--- src/rtl/seg_scan_ctrl.sv ---
// Purpose : 4-digit 7-segment scan controller. Frame-synchronised hex shadow,
//           per-slot blanking gap, optional leading-zero blanking, load/ack handshake.
// Ports   : clk/reset (async, active high); digits_in/dp_in/load capture new data;
//           lz_en enables leading-zero blanking; load_ack/frame_tick are 1-cycle pulses;
//           digit_sel drives the anode decoder; seg_n/dp_n are active-low cathodes.
// Latency : all outputs registered; anode and cathodes change on the same edge.
module seg_scan_ctrl #(
    parameter int REFRESH_DIV  = 50000,
    parameter int BLANK_CYCLES = 500
) (
    input  logic        clk,
    input  logic        reset,
    input  logic [15:0] digits_in,
    input  logic [3:0]  dp_in,
    input  logic        lz_en,
    input  logic        load,
    output logic        load_ack,
    output logic        frame_tick,
    output logic [1:0]  digit_sel,
    output logic [6:0]  seg_n,
    output logic        dp_n
);

    localparam int              CW      = $clog2(REFRESH_DIV);
    localparam logic [CW-1:0]   LAST    = CW'(REFRESH_DIV - 1);
    localparam logic [CW-1:0]   BLANK_C = CW'(BLANK_CYCLES);

    typedef enum logic {
        PH_BLANK = 1'b0,
        PH_SHOW  = 1'b1
    } phase_t;

    logic [CW-1:0] cnt_q,        cnt_d;
    logic [1:0]    sel_q,        sel_d;
    phase_t        phase_q,      phase_d;
    logic [15:0]   stage_dig_q,  stage_dig_d;
    logic [3:0]    stage_dp_q,   stage_dp_d;
    logic [15:0]   shadow_dig_q, shadow_dig_d;
    logic [3:0]    shadow_dp_q,  shadow_dp_d;
    logic          pending_q,    pending_d;
    logic          ack_d, tick_d, dp_d;
    logic [6:0]    seg_d;

    logic          wrap, boundary, commit, lz_blank;
    logic [3:0]    nib, nz_hi;
    logic          dp_bit;

    function automatic logic [6:0] hex7(input logic [3:0] v);
        logic [6:0] s;
        case (v)
            4'h0: s = 7'b1000000;
            4'h1: s = 7'b1111001;
            4'h2: s = 7'b0100100;
            4'h3: s = 7'b0110000;
            4'h4: s = 7'b0011001;
            4'h5: s = 7'b0010010;
            4'h6: s = 7'b0000010;
            4'h7: s = 7'b1111000;
            4'h8: s = 7'b0000000;
            4'h9: s = 7'b0010000;
            4'hA: s = 7'b0001000;
            4'hB: s = 7'b0000011;
            4'hC: s = 7'b1000110;
            4'hD: s = 7'b0100001;
            4'hE: s = 7'b0000110;
            default: s = 7'b0001110;
        endcase
        return s;
    endfunction

    always_comb begin
        wrap     = (cnt_q == LAST);
        cnt_d    = wrap ? '0 : cnt_q + CW'(1);
        sel_d    = wrap ? sel_q + 2'd1 : sel_q;
        boundary = wrap && (sel_q == 2'd3);
        commit   = boundary && pending_q;

        // A load on the boundary edge still lands in staging; the commit on
        // that edge uses the value staged before it, and pending stays set.
        stage_dig_d  = load ? digits_in : stage_dig_q;
        stage_dp_d   = load ? dp_in     : stage_dp_q;
        pending_d    = load ? 1'b1 : (boundary ? 1'b0 : pending_q);
        shadow_dig_d = commit ? stage_dig_q : shadow_dig_q;
        shadow_dp_d  = commit ? stage_dp_q  : shadow_dp_q;
        ack_d        = commit;
        tick_d       = boundary;

        // Decode from next-state values so cathodes line up with digit_sel.
        nib    = shadow_dig_d[3:0];
        dp_bit = shadow_dp_d[0];
        case (sel_d)
            2'd1: begin nib = shadow_dig_d[7:4];   dp_bit = shadow_dp_d[1]; end
            2'd2: begin nib = shadow_dig_d[11:8];  dp_bit = shadow_dp_d[2]; end
            2'd3: begin nib = shadow_dig_d[15:12]; dp_bit = shadow_dp_d[3]; end
            default: ;
        endcase

        // nz_hi[n]: digit n and everything above it is zero.
        nz_hi[3] = (shadow_dig_d[15:12] == 4'h0);
        nz_hi[2] = nz_hi[3] && (shadow_dig_d[11:8] == 4'h0);
        nz_hi[1] = nz_hi[2] && (shadow_dig_d[7:4]  == 4'h0);
        nz_hi[0] = 1'b0;
        lz_blank = lz_en && nz_hi[sel_d];

        phase_d = (cnt_d < BLANK_C) ? PH_BLANK : PH_SHOW;
        if (phase_d == PH_BLANK) begin
            seg_d = 7'h7F;
            dp_d  = 1'b1;
        end else begin
            seg_d = lz_blank ? 7'h7F : hex7(nib);
            dp_d  = ~dp_bit;
        end
    end

    always_ff @(posedge clk or posedge reset) begin
        if (reset) begin
            cnt_q        <= '0;
            sel_q        <= 2'd0;
            phase_q      <= PH_BLANK;
            stage_dig_q  <= '0;
            stage_dp_q   <= '0;
            shadow_dig_q <= '0;
            shadow_dp_q  <= '0;
            pending_q    <= 1'b0;
            load_ack     <= 1'b0;
            frame_tick   <= 1'b0;
            seg_n        <= 7'h7F;
            dp_n         <= 1'b1;
        end else begin
            cnt_q        <= cnt_d;
            sel_q        <= sel_d;
            phase_q      <= phase_d;
            stage_dig_q  <= stage_dig_d;
            stage_dp_q   <= stage_dp_d;
            shadow_dig_q <= shadow_dig_d;
            shadow_dp_q  <= shadow_dp_d;
            pending_q    <= pending_d;
            load_ack     <= ack_d;
            frame_tick   <= tick_d;
            seg_n        <= seg_d;
            dp_n         <= dp_d;
        end
    end

    assign digit_sel = sel_q;

endmodule
--- config.mk ---
export PLATFORM = sky130hd
export DESIGN_NAME = seg_scan_ctrl
export DESIGN_NICKNAME = d
export VERILOG_FILES = /design/src/rtl/seg_scan_ctrl.sv
export SDC_FILE = /design/constraint.sdc
export NUM_CORES = 1
export LEC_CHECK = 0
export BUFFER_PORTS_ARGS = -buffer_cell sky130_fd_sc_hd__buf_2
export CORE_MARGIN = 3
export CORE_UTILIZATION = 30
export CTS_CLUSTER_SIZE = 12
export DETAILED_ROUTE_END_ITERATION = 6
export PLACE_DENSITY = 0.43
export SLEW_MARGIN = 20
export SYNTH_ARGS = -nofsm -noshare
export SYNTH_HDL_FRONTEND = slang
export SYNTH_SLANG_ARGS = --single-unit
--- constraint.sdc ---
create_clock -name clk -period 4.5 [get_ports clk]
set_input_delay 0.675 -clock clk [delete_from_list [all_inputs] [get_ports clk]]
set_output_delay 0.675 -clock clk [all_outputs]
set_load 0.05 [all_outputs]
==> metrics.md, run 1 <==
| Metric | Value |
|---|---|
| Data required, critical path | 4770 ps |
| Synthesized instance count | 339 |
| Async set or reset register ratio after synthesis | 100.0% |
| Sequential area share after synthesis | between 40% and 50% |
| Synth area leaders | dfrtp_1 (42%), mux2_2 (7.5%), dfstp_2 (5.8%) |
| Status | finished clean |
| Total track usage | 13.61% |
| HP Class | register to register |
| Highest clock rate | ~0.28 GHz |
| Tightest Pin Transition | 888.8 ps |
| Endpoints failing hold | 0 |
| Routed Antenna Nets | 0 |
| Ys Warns | 0 |
| Relative slew slack | between 40% and 50% |
| Vias in the first global route | between 2,000 and 3,000 |
| Critical path endpoint | seg_n[5]$_DFF_PP1_ |
| Crit. End Element | register |
| Clock transition at the registers of the reported paths | around 60 ps |
| Post-CTS setup buffers | 0 |
| R2r worst-path depth | 11 |
| Starting DRT DRC Count | 86 |
| Via Count | between 2,000 and 3,000 |
| Number of gates resized after cts | 0 |
| Diodes inserted | 0 |
| Post-synth top area cell | dfrtp_1 |
| R2r startpoint | cnt_q[0]$_DFF_PP0_ |
| WHS Path Cells | 2 |
| Arrival @ worst endpoint | ~3800 ps |
| WL final | between 8000 and 9000 um |
| Mapped Area | around 3600 um2 |
| Port Buffers | 35 |
| Dpl hpwl | between 6000 and 7000 um |
| CP max stage delay | around 520 ps |
| Critical path class | register to register |
| Die Span X | ~120 um |
| Worst Setup SP | cnt_q[0]$_DFF_PP0_ |
| FF-to-FF End | seg_n[5]$_DFF_PP1_ |
| CP max FO | 20 |
| Clock Sinks | 69 |
| Int Pwr | about 1100 uW |
| Slew Limit Fails | 0 |
| Via density per instance | 5.019 |
| I/O pin cnt | 36 |
| Chip Height | 115.7 um |
| Clk_skew | approximately 11 ps |
| Clock root buffer | clkbuf_16 |
| Peak VDD IR | 177.6 uV |
| # setup viols final | 0 |
| Mapped Nets | between 300 and 400 |
| H-tree levels | 3 |
| Final net count | 401 |
| Share of the synthesized area in the top cell type | 42.29% |
| Max cap viols | 0 |
| Placed cell area | 3847 um2 |
| Leak pwr | 0.001879 uW |
| Hold Buf Count CTS | 0 |
| RSZ-0062 raised after global routing | no |
| First drt pass iteration count | 4 |
| Post-synth EDFFs | 0 |
| Cell row count | 39 |
| First-pass GRT wire length | about 14,000 um |
| Grt ovf | 0 |
| Initial antenna violation count | 0 |
| Residual DRC | 0 |
| Area grow syn2layout | 14.94% |
| Die area | 13,380 um2 |
| Routability-driven placement congestion ratio | about 0.82 |
| CTS tree | built |
| R2R Setup Slk | between 900 and 1000 ps |
| Core area | 11,560 um2 |
| Synth cell types | between 50 and 60 |
| Flop pwr share | between 40% and 50% |
| CP Launch Type | register |
| Clk buf depth | 2 |
| Switching Power | around 330 uW |
| Share of cells above drive strength 1 | around 28% |
| Fin crit period | between 3000 and 4000 ps |
| Slowest-stage cell, CP | or4_4 |
| Final worst path period share | around 79% |
| Worst-Skew Late Latency | 340 ps |
| Power density over the cells | about 340 nW/um2 |
| WL/cell | 16.16 um |
| Combinational share of power | 3.3% |
| Clock network fraction of total power | approximately half |
| Total negative slack | 0 ps |
| CTS Buf Count | 9 |
| Hold Crit Start | shadow_dp_q[1]$_DFF_PP0_ |
| Initial Util | 31.21% |
| #FFs+latches synth | 69 |
| Crit-path cells | ha_1 > and4b_1 > and4_4 > nand2_2 > mux2_2 > mux2i_1 > mux2i_1 > inv_1 > ha_1 > or4_4 > o211ai_2 |
| Synth Area per Inst | 10.65 um2 |
| Post-route cell area | between 4000 and 5000 um2 |
| Largest net degree at the start of global routing | 43 |
| Ys flop type | dfrtp_1 |
| Switching portion of total power | a little under a quarter |
[power groups by stage]
| stage | logic, uW | registers [uW] | clock network [uW] |
|---|---|---|---|
| finish | 46.4 | 653 | 723 |
| global route | 53.0 | 655 | 776 |
| CTS | 48.6 | 653 | 748 |
| detailed placement | 48.7 | 664 | 0 |
| global placement | 47.8 | 664 | 0 |
| floorplan | 31.6 | 657 | 0 |
[Yosys cell counts, types with 3 or more instances]
master    number
nor4_1         6
buf_6          5
dfrtp_1       61
mux2_2        24
nand4_1        8
nor2_1        14
ha_1           8
and2_1         4
nand3_1       28
o21ai_1        3
dfstp_2        8
mux2i_1       10
inv_1         12
xor2_1         6
xnor2_1        6
buf_2          8
o221ai_1       3
o31ai_1        3
nand2_1       42
and4_1         3
nand2b_1       3
o21ai_0       18
a21oi_1        5
clkbuf_1       4
nor3_1         9
[sequential cells by signal (all words and copies together) (netlist names), 2 cells and up]
name and flops:
shadow_dig_q 16, shadow_dp_q 4, stage_dp_q 4, seg_n 7, digit_sel 2, stage_dig_q 16, cnt_q 16
[per-layer routing]
metal  wire [um]  global-route usage, %
met3         339                  3.394
met4         165                  6.032
met5           0                      0
met1        4338                  19.78
met2        3510                  19.10
[worst min path at each step]
| stage | to | slack (ps) |
|---|---|---|
| 2_1_floorplan | shadow_dp_q[2]$_DFF_PP0_ | 430 |
| 3_3_place_gp | shadow_dp_q[1]$_DFF_PP0_ | 450 |
| 3_5_place_dp | shadow_dig_q[1]$_DFF_PP0_ | 460 |
| 4_1_cts | shadow_dig_q[1]$_DFF_PP0_ | 470 |
| 5_1_grt | shadow_dp_q[2]$_DFF_PP0_ | 490 |
| 6_report | shadow_dp_q[1]$_DFF_PP0_ | 470 |
[worst max-delay path: cells and delay by family (launching register included)]
family / cells / cell delay (ps)
mux: 3 / 780
fa+ha+maj: 2 / 540
buf+inv: 1 / 180
compound gates: 1 / 80
simple gates: 4 / 1470
flops: 1 / 420
[cells in the final DEF (no fill, tap or decap), types with 9 or more instances in the layout]
master	n
inv_1	11
dfrtp_1	61
nor2_1	14
nand3_1	28
buf_2	35
mux2_2	24
o21ai_0	18
clkbuf_16	9
nor3_1	9
mux2i_1	10
nand2_1	42
[cell type report]
type	count	area [um2]
clock buffer	10	229.0
clock inverter	6	72.57
fill	1156	7416
inverter	13	53.80
multi-input combinational	239	1688
sequential	69	1737
tap	143	178.9
timing repair buffer	37	190.2
[metrics by stage]
step	utilization (%)	setup slack (ps)	instances	hold WS (ps)	power, uW
finish	35.88	948.2	517	465.3	1422
global placement	33.27	1091	501	453.3	711.7
floorplan	-	1381	339	429.3	689.0
global route	35.88	697.8	517	485.8	1484
detailed placement	33.27	938.2	501	456.7	712.7
CTS	35.88	915.3	517	471.1	1449
[cell families (layout without fill, tap and decap cells)]
logic type | count (synthesis) | count (layout) | synth area share, %
AND/OR/NAND/NOR | 140 | 140 | 21.98
adder cells (fa/ha/maj) | 8 | 8 | 2.773
multiplexers | 34 | 34 | 10.26
flip-flops | 69 | 69 | 48.11
XOR/XNOR | 13 | 13 | 3.674
buffers and inverters | 31 | 66 | 5.130
AO/OA/AOI/OAI | 44 | 44 | 8.077
(Power assumes the default switching activity.)
==> run 2, diff against run 1 <==
==> constraint.sdc (replaced) <==
create_clock -name clk -period 3.57 [get_ports clk]
set_input_delay 0.5355 -clock clk [delete_from_list [all_inputs] [get_ports clk]]
set_output_delay 0.5355 -clock clk [all_outputs]
set_load 0.05 [all_outputs]
==> run 2 against run 1 <==
Compared with the run above:
- sequential power grew 26%
- design area rose by 0.57%
- clock-buffer cell count increased by 3
- combinational power is 29% higher
- total power up 21%
- sequential cell count unchanged
- global-route usage rose by 0.097 points
- clock skew fell by 2.7 ps
- critical path type unchanged
- critical endpoint unchanged
- highest routed layer unchanged
==> metrics.md, run 2 (synthesized netlist as in run 1, its figures left out) <==
| Metric | Value |
|---|---|
| Relative slew slack | 62.30% |
| Placed cell area | around 3900 um2 |
| Worst-Skew Late Latency | 340 ps |
| Clock transition at the registers of the reported paths | 60 ps |
| CP max FO | 11 |
| Number of gates resized after cts | 0 |
| CP dominant cell by count | ha_1 |
| Core area | 11,560 um2 |
| First drt pass iteration count | 4 |
| Max cap viols | 0 |
| Non-Filler Instances | roughly 520 |
| Area grow syn2layout | 15.60% |
| WP buf/inv | 1 |
| Peak VDD IR | 254.1 uV |
| Total track usage | a little over an eighth |
| Clk_skew | 8.181 ps |
| Critical path class | register to register |
| Data required, critical path | around 3800 ps |
| Clock root buffer | clkbuf_16 |
| Switching Power | approximately 380 uW |
| HP Class | input port to asynchronous set/reset pin |
| First-pass GRT wire length | between 10,000 and 15,000 um |
| Chip Height | 115.7 um |
| RSZ-0062 raised after global routing | no |
| Dpl hpwl | approximately 6400 um |
| Commonest non-fill, non-tap cell in the layout | dfrtp_1 |
| Endpoints failing hold | 0 |
| Post-route cell area | between 4000 and 5000 um2 |
| Switching portion of total power | 22.01% |
| CP max stage delay | between 500 and 600 ps |
| Crit-path cells | ha_1 > and4b_1 > and4_4 > nand2_2 > mux2i_1 > a211oi_1 > a31o_2 > inv_1 > ha_1 > or4_4 > o211ai_2 |
| Total negative slack | 0 ps |
| Biggest regs | cnt_q x16, shadow_dig_q x16, stage_dig_q x16 |
| WL/cell | ~16 um |
| Initial antenna violation count | 0 |
| Starting DRT DRC Count | about 180 |
| Residual DRC | 0 |
| Clock Sinks | approximately 70 |
| Slowest-stage cell, CP | or4_4 |
| Via Count | between 2,000 and 3,000 |
| Initial Util | 31.21% |
| R2R Setup Slk | ~370 ps |
| Most frequent cells in the layout | dfrtp_1 (61), nand2_1 (42), buf_2 (35) |
| Grt ovf | 0 |
| Leak pwr | about 0.0019 uW |
| Die area | approximately 13,000 um2 |
| Routed Antenna Nets | 0 |
| Placed insts | about 500 |
| Largest delay share family, worst path | simple AND/OR/NAND/NOR gates |
| Clk buf depth | 2 |
| CP Launch Type | register |
| Highest clock rate | about 0.31 GHz |
| Largest net degree at the start of global routing | 36 |
| Hold Buf Count CTS | 0 |
| # setup viols final | 0 |
| Via density per instance | between 5 and 6 |
| Flop pwr share | 47.9% |
| Port Buffers | 35 |
| WL final | ~8500 um |
| Tightest Pin Transition | around 560 ps |
| I/O pin cnt | 36 |
| R2r worst-path depth | 11 |
| Power density over the cells | 413.1 nW/um2 |
| Combinational share of power | approximately 3.5% |
| CTS tree | built |
| Final worst path period share | about nine tenths |
| CTS Buf Count | 9 |
| Final net count | 407 |
| Fin crit period | between 3000 and 4000 ps |
| Cell row count | 39 |
| Final WS setup | 370.4 ps |
| Status | finished clean |
| H-tree levels | 3 |
| Post-CTS setup buffers | 0 |
| Fin Hold WS | 145.1 ps |
| Vias in the first global route | between 2,000 and 3,000 |
| Die Span X | about 120 um |
| Clock network fraction of total power | approximately 50% |
| Crit. End Element | register |
| Int Pwr | around 1300 uW |
| Diodes inserted | 0 |
| Place WS | between 300 and 400 ps |
| FF-to-FF End | seg_n[5]$_DFF_PP1_ |
| Slew Limit Fails | 0 |
| Routability-driven placement congestion ratio | between 0.7 and 0.8 |
| Share of cells above drive strength 1 | slightly below 30% |
| Arrival @ worst endpoint | around 3500 ps |
| R2r startpoint | cnt_q[0]$_DFF_PP0_ |
-- run 2: power by group through the flow --
| stage | Combinational [uW] | Clock, uW | Sequential [uW] |
|---|---|---|---|
| after global placement | 61.3 | 0 | 839 |
| after floorplan | 39.8 | 0 | 829 |
| after CTS | 62.6 | 861 | 826 |
| after detailed placement | 62.5 | 0 | 839 |
| final | 60.0 | 839 | 825 |
| after global routing | 68.7 | 897 | 828 |
-- run 2: final cells by class --
type,instances,area [um2]
fill,1161,7392
sequential,69,1737
multi-input combinational,239,1688
clock buffer,13,260.3
timing repair buffer,43,235.2
tap,143,178.9
inverter,13,53.80
clock inverter,3,20.02
-- run 2: routing by layer --
metal / routed length [um] / track usage, % / up-vias
met4: 212 / 7.193 / 0
met2: 3409 / 18.33 / 51
li1: - / - / 1292
met5: 0 / 0 / -
met1: 4500 / 20.41 / 1270
met3: 329 / 3.133 / 19
-- run 2: worst max path at each step --
stage,from,end,depth (start not counted)
2_1_floorplan,cnt_q[0]$_DFF_PP0_,seg_n[5]$_DFF_PP1_,14
3_3_place_gp,cnt_q[0]$_DFF_PP0_,seg_n[5]$_DFF_PP1_,12
3_5_place_dp,cnt_q[0]$_DFF_PP0_,seg_n[5]$_DFF_PP1_,12
4_1_cts,cnt_q[0]$_DFF_PP0_,seg_n[5]$_DFF_PP1_,12
5_1_grt,cnt_q[0]$_DFF_PP0_,seg_n[5]$_DFF_PP1_,12
6_report,cnt_q[0]$_DFF_PP0_,seg_n[5]$_DFF_PP1_,11
-- run 2: through the flow --
stage,total power (uW),utilization (%)
2_1_floorplan,868.5,-
3_3_place_gp,900.7,33.66
3_5_place_dp,901.6,33.66
4_1_cts,1749,36.08
5_1_grt,1793,36.08
6_report,1724,36.08
==> run 3, diff against run 2 <==
--- a/config.mk
+++ b/config.mk
@@ -11,6 +11,7 @@
 export CTS_CLUSTER_SIZE = 12
 export DETAILED_ROUTE_END_ITERATION = 6
 export PLACE_DENSITY = 0.43
+export RECOVER_POWER = 25
 export SLEW_MARGIN = 20
 export SYNTH_ARGS = -nofsm -noshare
 export SYNTH_HDL_FRONTEND = slang
==> run 3 against run 2 <==
Compared with the run above:
- the run now ends with max-capacitance violations, max-slew violations left
- sequential power is essentially flat
- core utilization shrank 0.065 points
- combinational power shrank 2%
- setup slack lost 2.6 ps
- sequential share of layout area grew 0.075 points
- clock skew is essentially flat
- global-route usage is the same
- die area is the same
- final cell count is the same
- wire length grew 0.13%
- total power is essentially flat
- largest cell class unchanged
- largest power group unchanged
- highest routed layer unchanged
==> metrics.md, run 3 (synthesized netlist as in run 1, its figures left out) <==
| Metric | Value |
|---|---|
| Final WS setup | around 370 ps |
| Die Span X | around 120 um |
| CTS tree | built |
| Worst-Skew Late Latency | 340 ps |
| First-pass GRT wire length | ~14,000 um |
| Commonest non-fill, non-tap cell in the layout | dfrtp_1 |
| Cell row count | 39 |
| Number of gates resized after cts | 0 |
| Final net count | 407 |
| Grt ovf | 0 |
| Non-Filler Instances | approximately 520 |
| FF-to-FF End | seg_n[5]$_DFF_PP1_ |
| Fin crit period | 3202 ps |
| Port Buffers | 35 |
| RSZ-0062 raised after global routing | no |
| Hold Buf Count CTS | 0 |
| Core area | between 10,000 and 15,000 um2 |
| # setup viols final | 0 |
| WL/cell | between 15 and 20 um |
| Clk_skew | between 8 and 9 ps |
| Arrival @ worst endpoint | approximately 3500 ps |
| Critical path class | register to register |
| R2r worst-path depth | 11 |
| Leak pwr | 0.001889 uW |
| Place WS | between 300 and 400 ps |
| Slew Limit Fails | 36 |
| Most frequent cells in the layout | dfrtp_1 (61), nand2_1 (42), buf_2 (35) |
| First drt pass iteration count | 4 |
| WL final | ~8500 um |
| Placed cell area | a little under 4000 um2 |
| Initial antenna violation count | 0 |
| R2r startpoint | cnt_q[0]$_DFF_PP0_ |
| I/O pin cnt | 36 |
| Biggest regs | cnt_q x16, shadow_dig_q x16, stage_dig_q x16 |
| Tightest Pin Transition | 1931 ps |
| Clock root buffer | clkbuf_16 |
| Total negative slack | 0 ps |
| Highest clock rate | roughly 0.31 GHz |
| Post-layout util | a little over a third |
| Initial Util | 31.21% |
| Relative slew slack | -28.75% |
| Post-CTS setup buffers | 0 |
| R2R Setup Slk | ~370 ps |
| Starting DRT DRC Count | roughly 180 |
| Clock Sinks | between 60 and 70 |
| Placed insts | 507 |
| Post-route cell area | about 4200 um2 |
| Data required, critical path | around 3800 ps |
| Crit. End Element | register |
| Clock transition at the registers of the reported paths | around 60 ps |
| Share of cells above drive strength 1 | 28.16% |
| Failing checks | max-capacitance violations, max-slew violations |
| CP max FO | 11 |
| Via density per instance | approximately 5.1 |
| Max cap viols | 1 |
| HP Class | input port to asynchronous set/reset pin |
| Power density over the cells | 413.6 nW/um2 |
| CTS Buf Count | 9 |
| Area grow syn2layout | 15.39% |
| Vias in the first global route | approximately 2,600 |
| Clk buf depth | 2 |
| Routability-driven placement congestion ratio | between 0.7 and 0.8 |
| Dpl hpwl | ~6400 um |
| H-tree levels | 3 |
| Chip Height | around 120 um |
| Peak VDD IR | 254.1 uV |
| Final worst path period share | between 80% and 90% |
| Status | complete, but fails checks |
| Endpoints failing hold | 0 |
| Via Count | between 2,000 and 3,000 |
| Filler Cell Count | between 1,000 and 1,500 |
| Die area | approximately 13,000 um2 |
| Residual DRC | 0 |
| CP Launch Type | register |
| Total track usage | 13.71% |
| Routed Antenna Nets | 0 |
| Diodes inserted | 0 |
| Largest net degree at the start of global routing | 36 |
## run 3: cell types whose count changed in the layout (fill, tap and decap cells not counted), sizes merged
cell / before / now
clkbuf: 13 / 15
buf: 43 / 41
## run 3: worst max-delay path by stage
stage                            start                  to  slack (ps)  cells past startpoint
floorplan           cnt_q[0]$_DFF_PP0_  seg_n[5]$_DFF_PP1_         450                     14
global placement    cnt_q[0]$_DFF_PP0_  seg_n[5]$_DFF_PP1_         420                     12
detailed placement  cnt_q[0]$_DFF_PP0_  seg_n[5]$_DFF_PP1_         350                     12
CTS                 cnt_q[0]$_DFF_PP0_  seg_n[5]$_DFF_PP1_         350                     12
global route        cnt_q[0]$_DFF_PP0_  seg_n[5]$_DFF_PP1_         150                     12
finish              cnt_q[0]$_DFF_PP0_  seg_n[5]$_DFF_PP1_         370                     11
## run 3: final cells by class
class	instances	area, um2	area share, %
repair buffers	43	227.7	5.467
clock inverters	3	20.02	0.4806
flip-flops and latches	69	1737	41.69
inverters	13	53.80	1.292
well taps	143	178.9	4.296
multi-input cells	239	1688	40.52
clock buffers	13	260.3	6.248
## run 3: critical path, stage by stage, from the launching register on
cell and delay [ps]:
dfrtp_1 410, ha_1 330, and4b_1 300, and4_4 290, nand2_2 180, mux2i_1 210, a211oi_1 270, a31o_2 220
inv_1 100, ha_1 200, or4_4 530, o211ai_2 80
## run 3: through the flow
stage / hold WS (ps) / power [uW]
after floorplan: 429.3 / 868.5
after global placement: 460.1 / 900.7
after detailed placement: 456.0 / 901.6
after CTS: 145.2 / 1749
after global routing: 286.3 / 1792
final: 239.6 / 1723
## run 3: routing by layer
layer / up-vias / wire length (um) / track usage [%]
met1: 1270 / 4394 / 20.41
met4: 0 / 217 / 7.193
met5: - / 0 / 0
met3: 19 / 436 / 3.133
met2: 67 / 3414 / 18.33
li1: 1292 / - / -
## run 3: where the power goes
part	switching, uW	internal (uW)	total (uW)	leakage, uW
Combinational	28.5	30.2	58.8	0.000886
Sequential	19.2	806	825	0.000871
Clock	332	507	839	0.000132
